### src/rtl/utrap_pkg.sv
// utrap_pkg: CSR addresses, cause codes, csr_op encodings and utvec modes for utrap_csr
package utrap_pkg;
  localparam logic [11:0] A_USTATUS  = 12'h000;
  localparam logic [11:0] A_UIE      = 12'h004;
  localparam logic [11:0] A_UTVEC    = 12'h005;
  localparam logic [11:0] A_USCRATCH = 12'h040;
  localparam logic [11:0] A_UEPC     = 12'h041;
  localparam logic [11:0] A_UCAUSE   = 12'h042;
  localparam logic [11:0] A_UTVAL    = 12'h043;
  localparam logic [11:0] A_UIP      = 12'h044;
  localparam logic [11:0] A_CYCLE    = 12'hC00;
  localparam logic [11:0] A_CYCLEH   = 12'hC80;
  localparam logic [11:0] A_INSTRET  = 12'hC02;
  localparam logic [11:0] A_INSTRETH = 12'hC82;
  typedef enum logic [1:0] {CSR_NONE = 2'b00, CSR_RW = 2'b01, CSR_RS = 2'b10, CSR_RC = 2'b11} csr_op_e;
  localparam logic [3:0] C_FETCH_MIS = 4'd0;
  localparam logic [3:0] C_ILLEGAL   = 4'd2;
  localparam logic [3:0] C_LOAD_MIS  = 4'd4;
  localparam logic [3:0] C_STORE_MIS = 4'd6;
  localparam logic [3:0] C_ECALL     = 4'd8;
  localparam logic [3:0] C_USI       = 4'd0;
  localparam logic [3:0] C_UTI       = 4'd4;
  localparam logic [3:0] C_UEI       = 4'd8;
  localparam logic [1:0] MODE_DIRECT   = 2'd0;
  localparam logic [1:0] MODE_VECTORED = 2'd1;
endpackage

### src/rtl/utrap_csr_irq_sync.sv
// irq_sync: multi-flop synchroniser for one asynchronous interrupt line
module irq_sync #(
  parameter int STAGES = 2
) (
  input  logic clk,
  input  logic rst,
  input  logic d,
  output logic q
);
  logic [STAGES-1:0] s;
  always_ff @(posedge clk or posedge rst)
    if (rst) s <= '0;
    else s <= {s[STAGES-2:0], d};
  assign q = s[STAGES-1];
endmodule

### src/rtl/utrap_csr.sv
// utrap_csr: user-level CSRs, counters and exception/interrupt trap arbitration
module utrap_csr
  import utrap_pkg::*;
#(
  parameter logic [31:0] RESET_UTVEC = 32'h0040_0004,
  parameter int SYNC_STAGES = 2
) (
  input  logic        clk,
  input  logic        rst,
  input  logic        instr_valid,
  input  logic [31:0] pc,
  input  logic [31:0] instr,
  input  logic        ecall,
  input  logic        illegal,
  input  logic        fetch_misalign,
  input  logic        load_misalign,
  input  logic        store_misalign,
  input  logic [31:0] mem_addr,
  input  logic        uret,
  input  logic [1:0]  csr_op,
  input  logic [11:0] csr_addr,
  input  logic [31:0] csr_wdata,
  output logic [31:0] csr_rdata,
  output logic        csr_illegal,
  input  logic        irq_timer,
  input  logic        irq_ext,
  output logic        trap,
  output logic [31:0] utvec,
  output logic [31:0] epc
);
  logic utip, ueip, st_uie, st_upie, usip;
  logic [2:0] ie;
  logic [31:0] tvec, scratch, uepc, ucause, utval_r, wval, tval;
  logic [63:0] cycle, instret;
  logic known, ro, wr_req, we, ill, exc, int_ext, int_sw, int_tm, intr_pend;
  logic [3:0] exc_code, int_code, code;
  irq_sync #(.STAGES(SYNC_STAGES)) u_tsync (.clk(clk), .rst(rst), .d(irq_timer), .q(utip));
  irq_sync #(.STAGES(SYNC_STAGES)) u_esync (.clk(clk), .rst(rst), .d(irq_ext), .q(ueip));
  always_comb begin
    known = 1'b1;
    ro = 1'b0;
    csr_rdata = '0;
    case (csr_addr)
      A_USTATUS:  csr_rdata = {27'd0, st_upie, 3'd0, st_uie};
      A_UIE:      csr_rdata = {23'd0, ie[2], 3'd0, ie[1], 3'd0, ie[0]};
      A_UTVEC:    csr_rdata = tvec;
      A_USCRATCH: csr_rdata = scratch;
      A_UEPC:     csr_rdata = {uepc[31:2], 2'b00};
      A_UCAUSE:   csr_rdata = ucause;
      A_UTVAL:    csr_rdata = utval_r;
      A_UIP:      csr_rdata = {23'd0, ueip, 3'd0, utip, 3'd0, usip};
      A_CYCLE:    begin csr_rdata = cycle[31:0];    ro = 1'b1; end
      A_CYCLEH:   begin csr_rdata = cycle[63:32];   ro = 1'b1; end
      A_INSTRET:  begin csr_rdata = instret[31:0];  ro = 1'b1; end
      A_INSTRETH: begin csr_rdata = instret[63:32]; ro = 1'b1; end
      default:    known = 1'b0;
    endcase
  end
  assign wr_req = csr_op == CSR_RW || (csr_op != CSR_NONE && csr_wdata != '0);
  assign csr_illegal = instr_valid & wr_req & (!known | ro);
  assign wval = csr_op == CSR_RW ? csr_wdata : csr_op == CSR_RS ? csr_rdata | csr_wdata : csr_rdata & ~csr_wdata;
  assign ill = illegal | csr_illegal;
  assign exc = fetch_misalign | ill | ecall | load_misalign | store_misalign;
  assign exc_code = fetch_misalign ? C_FETCH_MIS : ill ? C_ILLEGAL : ecall ? C_ECALL : load_misalign ? C_LOAD_MIS : C_STORE_MIS;
  assign int_ext = ueip & ie[2];
  assign int_sw = usip & ie[0];
  assign int_tm = utip & ie[1];
  assign intr_pend = instr_valid & st_uie & (int_ext | int_sw | int_tm);
  assign int_code = int_ext ? C_UEI : int_sw ? C_USI : C_UTI;
  assign code = exc ? exc_code : int_code;
  assign trap = instr_valid & (exc | intr_pend);
  assign tval = !exc ? 32'd0 : fetch_misalign ? pc : ill ? instr : ecall ? 32'd0 : mem_addr;
  assign utvec = {tvec[31:2], 2'b00} + ((intr_pend && !exc && tvec[1:0] == MODE_VECTORED) ? {26'd0, code, 2'b00} : 32'd0);
  assign epc = {uepc[31:2], 2'b00};
  assign we = instr_valid & wr_req & !csr_illegal & !trap;
  always_ff @(posedge clk or posedge rst)
    if (rst) begin
      st_uie <= 1'b0;
      st_upie <= 1'b0;
      usip <= 1'b0;
      ie <= '0;
      tvec <= RESET_UTVEC;
      scratch <= '0;
      uepc <= '0;
      ucause <= '0;
      utval_r <= '0;
      cycle <= '0;
      instret <= '0;
    end else begin
      cycle <= cycle + 64'd1;
      if (instr_valid && !trap) instret <= instret + 64'd1;
      if (trap) begin
        uepc <= pc;
        ucause <= {!exc, 27'd0, code};
        utval_r <= tval;
        st_upie <= st_uie;
        st_uie <= 1'b0;
      end else begin
        if (we)
          case (csr_addr)
            A_USTATUS:  begin st_uie <= wval[0]; st_upie <= wval[4]; end
            A_UIE:      ie <= {wval[8], wval[4], wval[0]};
            A_UTVEC:    tvec <= {wval[31:2], wval[1] ? MODE_DIRECT : wval[1:0]};
            A_USCRATCH: scratch <= wval;
            A_UEPC:     uepc <= wval;
            A_UCAUSE:   ucause <= wval;
            A_UTVAL:    utval_r <= wval;
            A_UIP:      usip <= wval[0];
            default:    ;
          endcase
        if (instr_valid && uret) begin
          st_uie <= st_upie;
          st_upie <= 1'b1;
        end
      end
    end
endmodule
### config.mk
export PLATFORM = sky130hd
export DESIGN_NAME = utrap_csr
export DESIGN_NICKNAME = d
export VERILOG_FILES = /design/src/rtl/utrap_pkg.sv /design/src/rtl/utrap_csr_irq_sync.sv /design/src/rtl/utrap_csr.sv
export SDC_FILE = /design/constraint.sdc
export NUM_CORES = 1
export LEC_CHECK = 0
export ABC_AREA = 1
export BUFFER_PORTS_ARGS = -buffer_cell sky130_fd_sc_hd__buf_2
export CORE_MARGIN = 2
export CORE_UTILIZATION = 53
export CTS_BUF_LIST = sky130_fd_sc_hd__clkbuf_8
export DETAILED_ROUTE_END_ITERATION = 8
export GPL_TIMING_DRIVEN = 0
export PLACE_DENSITY = 0.82
export SYNTH_ARGS = -nofsm -noshare
export SYNTH_HDL_FRONTEND = slang
export SYNTH_SLANG_ARGS = --single-unit
export TNS_END_PERCENT = 10
### constraint.sdc
create_clock -name clk -period 10.5 [get_ports clk]
set_input_delay 2.1 -clock clk [delete_from_list [all_inputs] [get_ports clk]]
set_output_delay 2.1 -clock clk [all_outputs]
set_load 0.02 [all_outputs]
==> results of run 1 <==
==> per-stage QoR <==
stage	hold WS, ns	setup TNS, ns	utilization	cell area, um2	std cells
4_1_cts	0.3544	0	0.6220	22070	3612
3_3_place_gp	0.3329	-921.13	0.5891	20900	3513
3_5_place_dp	0.3363	0	0.5909	20970	3515
5_1_grt	0.3633	0	0.6220	22070	3612
6_report	0.3513	0	0.6222	22080	3614
2_1_floorplan	0.3312	0	-	19100	2807
==> flip-flops by register name, indices dropped and copies added (netlist names) <==
| signal | cells |
|---|---|
| tvec | 31 |
| cycle | 64 |
| ucause | 32 |
| usip | 1 |
| st_uie | 1 |
| u_esync.s | 2 |
| instret | 64 |
| scratch | 32 |
| utval_r | 32 |
| st_upie | 1 |
| uepc | 30 |
| u_tsync.s | 2 |
| ie | 3 |
==> cell usage in the layout, fill, tap and decap left out, types with 2 or more instances in the layout <==
master / Yosys / final
nand3b_1: 19 / 19
xor2_1: 140 / 140
buf_6: 11 / 11
o22ai_1: 31 / 31
nand3_1: 250 / 250
a21oi_1: 35 / 35
a21boi_0: 20 / 20
xnor2_1: 6 / 6
inv_1: 253 / 271
o21ai_1: 3 / 3
o21ai_0: 107 / 107
clkbuf_8: 0 / 70
nor3_1: 110 / 110
clkinvlp_4: 0 / 2
dfstp_2: 2 / 2
clkinv_2: 0 / 5
nand2_2: 2 / 2
clkbuf_1: 81 / 81
nand3_2: 2 / 2
ha_1: 5 / 5
nor4_1: 30 / 30
o2bb2ai_1: 3 / 3
conb_1: 1 / 5
nor2_2: 4 / 4
nor2_4: 2 / 2
buf_4: 14 / 14
buf_2: 28 / 273
nor3b_1: 2 / 2
dfrtp_1: 293 / 293
nand2_1: 1005 / 1005
nand4_1: 111 / 111
nor2_1: 222 / 222
diode_2: 0 / 2
buf_16: 0 / 2
==> cells by family (layout without fill, tap and decap cells) <==
family / after synthesis / after routing / share of synthesized area
AO/OA/AOI/OAI: 201 / 201 / 0.05841
XOR/XNOR: 146 / 146 / 0.06700
adder cells (fa/ha/maj): 6 / 6 / 0.004327
buffers and inverters: 389 / 733 / 0.08542
flip-flops: 295 / 295 / 0.3869
other: 1 / 7 / 0.0001965
AND/OR/NAND/NOR: 1765 / 1765 / 0.3977
==> power by group through the flow <==
stage                     clock [mW]  sequential (mW)  combinational (mW)
final                           1.14             1.23               0.349
after global routing            1.19             1.23               0.380
after CTS                       1.13             1.23               0.342
after detailed placement           0             1.25               0.340
after global placement             0             1.25               0.332
after floorplan                    0             1.24               0.189
==> layer usage <==
metal  vias to the layer above  global-route usage  part of all wire
met1                      9847              0.5422              0.37
met2                      1460              0.6788              0.44
met5                         -                   0           0.00032
met4                         4              0.2751             0.072
met3                       314             0.08245              0.11
li1                       9661                   -                 -
==> how the worst min path moves through the flow <==
| stage | end | depth (start not counted) |
|---|---|---|
| floorplan | u_esync.s[1]$_DFF_PP0_ | 0 |
| global route | u_tsync.s[1]$_DFF_PP0_ | 0 |
| finish | u_tsync.s[1]$_DFF_PP0_ | 0 |
| detailed placement | u_esync.s[1]$_DFF_PP0_ | 0 |
| global placement | u_tsync.s[1]$_DFF_PP0_ | 0 |
| CTS | u_tsync.s[1]$_DFF_PP0_ | 0 |
==> worst reg2reg max path, stage by stage (launching register included) <==
cell	delay [ns]
dfrtp_1	0.41
nand2_1	0.10
o21ai_0	0.18
o21bai_1	0.21
nand3_1	0.30
inv_1	0.14
nor2_1	0.11
nand2_1	0.36
inv_1	0.23
clkbuf_1	0.64
o21ai_0	0.21
==> area by class of cell <==
cell class                      count  area share
Clock inverter                     27    0.006404
Inverter                          255     0.04370
Multi-Input combinational cell   2123      0.4569
Sequential cell                   295      0.3345
Clock buffer                       70     0.04364
Tap cell                          461     0.02613
Timing Repair Buffer              247     0.05804
Buffer                            134     0.03049
Antenna cell                        2   0.0002267
==> run summary, run 1 <==
Cell area after synthesis: 19090 um2
Share of layout cells above drive strength 1: 0.1260
Cts bufs inserted: 54
CTS max path bufs: 3
Total chip power: 2.717 mW
Min Tclk post-route: 9.546 ns
WP depth: 25
Most frequent cell after synthesis: nand2_1
Slew @ Worst Pin: 1.064 ns
DP HPWL: 65.68 mm
Max Cap Violations: 0
Final hold violation count: 0
Worst Path Arrival: 7.45 ns
Async set-or-reset flop fraction in the synthesized netlist: 1.000
Crit-path max cell delay: 0.48 ns
Family with the most delay on the worst path: simple AND/OR/NAND/NOR gates
Vias: 21.29k
Sequential share of the synthesized area: 0.3869
Slew Limit Fails: 0
Most frequent cells after synthesis: nand2_1, dfrtp_1, inv_1
Combinational share of power: 0.129
Setup slack, reg-to-reg: 7.42 ns
Clock Latency Late Sink: 0.66 ns
Initial antenna violation count: 4
Initial DRC count: 2634
CP Capture Type: output pin
Cell count of the worst reg-to-reg path: 10
EDFF count, synth: 0
Crit-path max FO: 10
Synth area leader: dfrtp_1
First-pass GRT wire length: 121.4 mm
Largest net degree at the start of global routing: 104
Via/cell ratio: 5.890
I/O pin total: 251
Worst reg2reg path startpoint: ie[2]$_DFFE_PP0P_
Max-slew headroom: 0.2833
Chip Height: 193.8 um
P_int: 1.903 mW
Crit-path slowest cell: a21oi_1
RSZ-0062 raised after global routing: no
Min-delay src: u_tsync.s[0]$_DFF_PP0_
Total core area: 35480 um2
Area grow syn2layout: 15.67%
Status: completed
DR WL/cell: 22.73 um
Ys flop type: dfrtp_1
CTS Root Cell: clkbuf_8
Yosys warnings: 0
Clk pin slew, worst setup/hold paths: 0.05 ns
Syn_area_per_cell: 6.809 um2
#FFs+latches synth: 295
Pre-CTS WS: 1.221 ns
Maximum VDD drop: 110.4 uV
Post-CTS Setup Repair Bufs: 0
Post_cts resized: 0
Worst Setup SP: csr_wdata[31]
Die W: 193.8 um
Detailed Routing Iterations Pass 1: 6
Mapped Cells: 2803
Setup violations, final: 0
Tot GR Track Use: 0.4297
Worst setup margin: 0.9537 ns
Placer Congestion: 1.078
Fin crit share: 0.9092
Static Leak: 11.13 nW
Worst min path class: reg2reg
Top cell by count, worst path: nand2_1
Fmax: 104.8 MHz
Rows: 69
DRT antenna net count: 0
Sw Pwr: 813.1 uW
Cell variety after synth: 40
Total gr overflow: 0
Clock Skew: 0.03069 ns
Fill cells: 3401
CP endpoint: utvec[31]
Port bufs: 245
Hold-fix buffers, CTS: 0
Crit Path Category: in2out
Sequential share of power: 0.453
Final net count: 3269
PD cells: 123.1 nW/um2
Area occupied by multi-input gates: 10090 um2
Switching part of the total: 0.2993
CTS tree: done
CTS H-tree depth: 2
DRC viols: 0
Register cell area after layout: 7385 um2
Buf/Inv on CP: 3
Type of origin of the critical path: input port
Synth area leaders: dfrtp_1, nand2_1, nand3_1
Clk pwr share: 0.418
Reg2reg end: instret[1]$_DFFE_PP0P_
Routed WL: 82.15 mm
TritonCTS Sinks: 295
Full die area: 37540 um2
Crit path required time: 8.40 ns
Vias in the first global route: 20.00k
Yosys top cell area share: 0.3842
Initial Util: 0.5379
(Power assumes the default switching activity.)
==> inputs of run 2 (changes only) <==
--- a/config.mk
+++ b/config.mk
@@ -15,5 +15,6 @@
 export PLACE_DENSITY = 0.82
 export SYNTH_ARGS = -nofsm -noshare
 export SYNTH_HDL_FRONTEND = slang
+export SYNTH_HIERARCHICAL = 1
 export SYNTH_SLANG_ARGS = --single-unit
 export TNS_END_PERCENT = 10
==> run 2 against run 1 <==
Synthesized cell count fell by 0.71%. Sequential share of layout area rose by 0.097 points. Synthesized area fell by 0.20%. Clock power barely moved. Cell count is 0.72% lower. Via count shrank 1.3%. Die area decreased by 0.20%. Total power decreased by 0.14%. Critical path depth is 2 lower. Combinational power hardly changed. Count of clock-buffer cells in the layout is 1 lower. Flip-flop and latch count is the same.
==> run summary, run 2 <==
Total chip power: 2.713 mW
DRC viols: 0
Worst reg2reg path startpoint: usip$_DFFE_PP0P_
Syn_area_per_cell: 6.844 um2
Rows: 69
Type of origin of the critical path: input port
Static Leak: 11.39 nW
RSZ-0062 raised after global routing: no
Die W: 193.6 um
Sequential share of the synthesized area: 0.3877
Commonest non-fill, non-tap cell in the layout: nand2_1
Clock Skew: 0.05842 ns
Vias in the first global route: 19.71k
EDFF count, synth: 0
Most frequent cells after synthesis: nand2_1, dfrtp_1, nand3_1
Worst Setup SP: csr_wdata[4]
Crit Path Category: in2out
Synth area leaders: dfrtp_1, nand2_1, nand3_1
#FFs+latches synth: 295
Synth area leader: dfrtp_1
Top cell by count, worst path: nand2_1
Status: completed
Slew @ Worst Pin: 0.8550 ns
Min-delay src: u_esync/s[0]$_DFF_PP0_
Area grow syn2layout: 15.57%
Maximum VDD drop: 109.6 uV
Mapped Cells: 2783
DR WL/cell: 21.36 um
Chip Height: 193.6 um
Area occupied by multi-input gates: 10170 um2
Largest regs: cycle x64, instret x64
Cell area after synthesis: 19050 um2
Port bufs: 244
CTS Root Cell: clkbuf_8
Setup violations, final: 0
DP HPWL: 61.62 mm
Clock Latency Late Sink: 0.68 ns
Post_cts resized: 0
CP Capture Type: output pin
Yosys top cell area share: 0.3849
Cts bufs inserted: 53
Fin crit share: 0.8829
Fmax: 107.9 MHz
Crit-path max cell delay: 0.45 ns
Via/cell ratio: 5.857
Max-slew headroom: 0.4269
Final std cells w/o fill: 3588
Total core area: 35480 um2
Share of layout cells above drive strength 1: 0.1302
Clk pin slew, worst setup/hold paths: 0.06 ns
Total gr overflow: 0
Placed insts: 3494
Tot GR Track Use: 0.4014
Initial antenna violation count: 2
First-pass GRT wire length: 115.7 mm
Crit path required time: 8.40 ns
Initial DRC count: 2398
Worst min path class: reg2reg
CTS H-tree depth: 2
DRT antenna net count: 0
Most frequent cell after synthesis: nand2_1
Initial Util: 0.5368
Detailed Routing Iterations Pass 1: 6
Post-CTS Setup Repair Bufs: 0
Hold-fix buffers, CTS: 0
Fill cells: 3339
Final net count: 3247
Full die area: 37470 um2
Min Tclk post-route: 9.270 ns
Most frequent cells in the layout: nand2_1, dfrtp_1, buf_2, nand3_1, inv_1
Crit-path max FO: 10
CTS tree: done
Vias: 21.02k
TritonCTS Sinks: 295
Max Cap Violations: 0
Largest net degree at the start of global routing: 108
Fin util: 0.6204
Crit-path cells: buf_2, nor2_1, nand2_1, nor2_1, nand2_1, o21ai_0, nand2_1, nand3_4, clkbuf_1, nand4_1, a21oi_1, ha_1, a21oi_1, nand2_1, nand3_1, nor3_1, nand3_1, nor2_1, nand2_1, nor3_1, nand4_1, xnor2_1, buf_2
Routed WL: 76.63 mm
Ys flop type: dfrtp_1
Slew Limit Fails: 0
Worst Path Arrival: 7.17 ns
I/O pin total: 251
Cell variety after synth: 44
Register cell area after layout: 7385 um2
Placer Congestion: 1.012
Async set-or-reset flop fraction in the synthesized netlist: 1.000
Yosys warnings: 6
Crit-path slowest cell: nor2_1
CTS max path bufs: 3
Final hold violation count: 0
PD cells: 123.2 nW/um2
run 2: power breakdown:
part	leakage, nW	switching [mW]	internal, mW
Clock	0.615	0.520	0.611
Sequential	3.90	0.0438	1.19
Combinational	6.87	0.247	0.105
Total	11.4	0.810	1.90
run 2: stage by stage:
stage,TNS [ns],hold WS [ns],setup WS [ns],instance area [um2]
final,0,0.3571,1.230,22010
after global routing,0,0.3631,0.9273,22010
after CTS,0,0.3527,1.340,22010
after detailed placement,0,0.3396,1.346,20920
after global placement,-868.77,0.3356,-3.046,20860
after floorplan,0,0.3312,0.3693,19060
run 2: logic make-up after synthesis:
group                      share of synthesized area
buffers and inverters                        0.07929
other                                      0.0001969
and+or+nand+nor                               0.4080
adders and majority gates                   0.004336
DFF                                           0.3877
AOI/OAI and AO/OA                            0.05472
xor gates and xnor gates                     0.06576
run 2: area by class of cell:
cell class | count | area share
Antenna cell | 2 | 0.0002274
Buffer | 133 | 0.02973
Clock buffer | 69 | 0.04314
Clock inverter | 23 | 0.006139
Inverter | 228 | 0.03922
Multi-Input combinational cell | 2131 | 0.4619
Sequential cell | 295 | 0.3355
Tap cell | 461 | 0.02620
Timing Repair Buffer | 246 | 0.05798
run 2: metal layers:
layer,global-route usage,part of all wire
met1,0.5039,0.39
met2,0.6550,0.46
met3,0.05893,0.085
met4,0.2482,0.068
met5,0,0
run 2: final timing paths:
kind                       slack (ns)  cells after the start                       to
setup reg to reg                 7.61                     11  instret[58]$_DFFE_PP0P_
min in group asynchronous        1.37                      2   u_esync/s[1]$_DFF_PP0_
max in group asynchronous        7.85                      3      cycle[57]$_DFF_PP0_
setup / recovery                 1.23                     23                utvec[30]
hold / removal                   0.36                      0   u_esync/s[1]$_DFF_PP0_
hold reg to reg                  0.36                      0   u_esync/s[1]$_DFF_PP0_
run 2: worst max-delay path, delay by kind of cell:
kind,cells,cell delay (ns)
XOR/XNOR,1,0.24
AO/OA/AOI/OAI,3,0.59
AND/OR/NAND/NOR,15,3.28
buffers and inverters,3,0.71
adder cells (fa/ha/maj),1,0.26
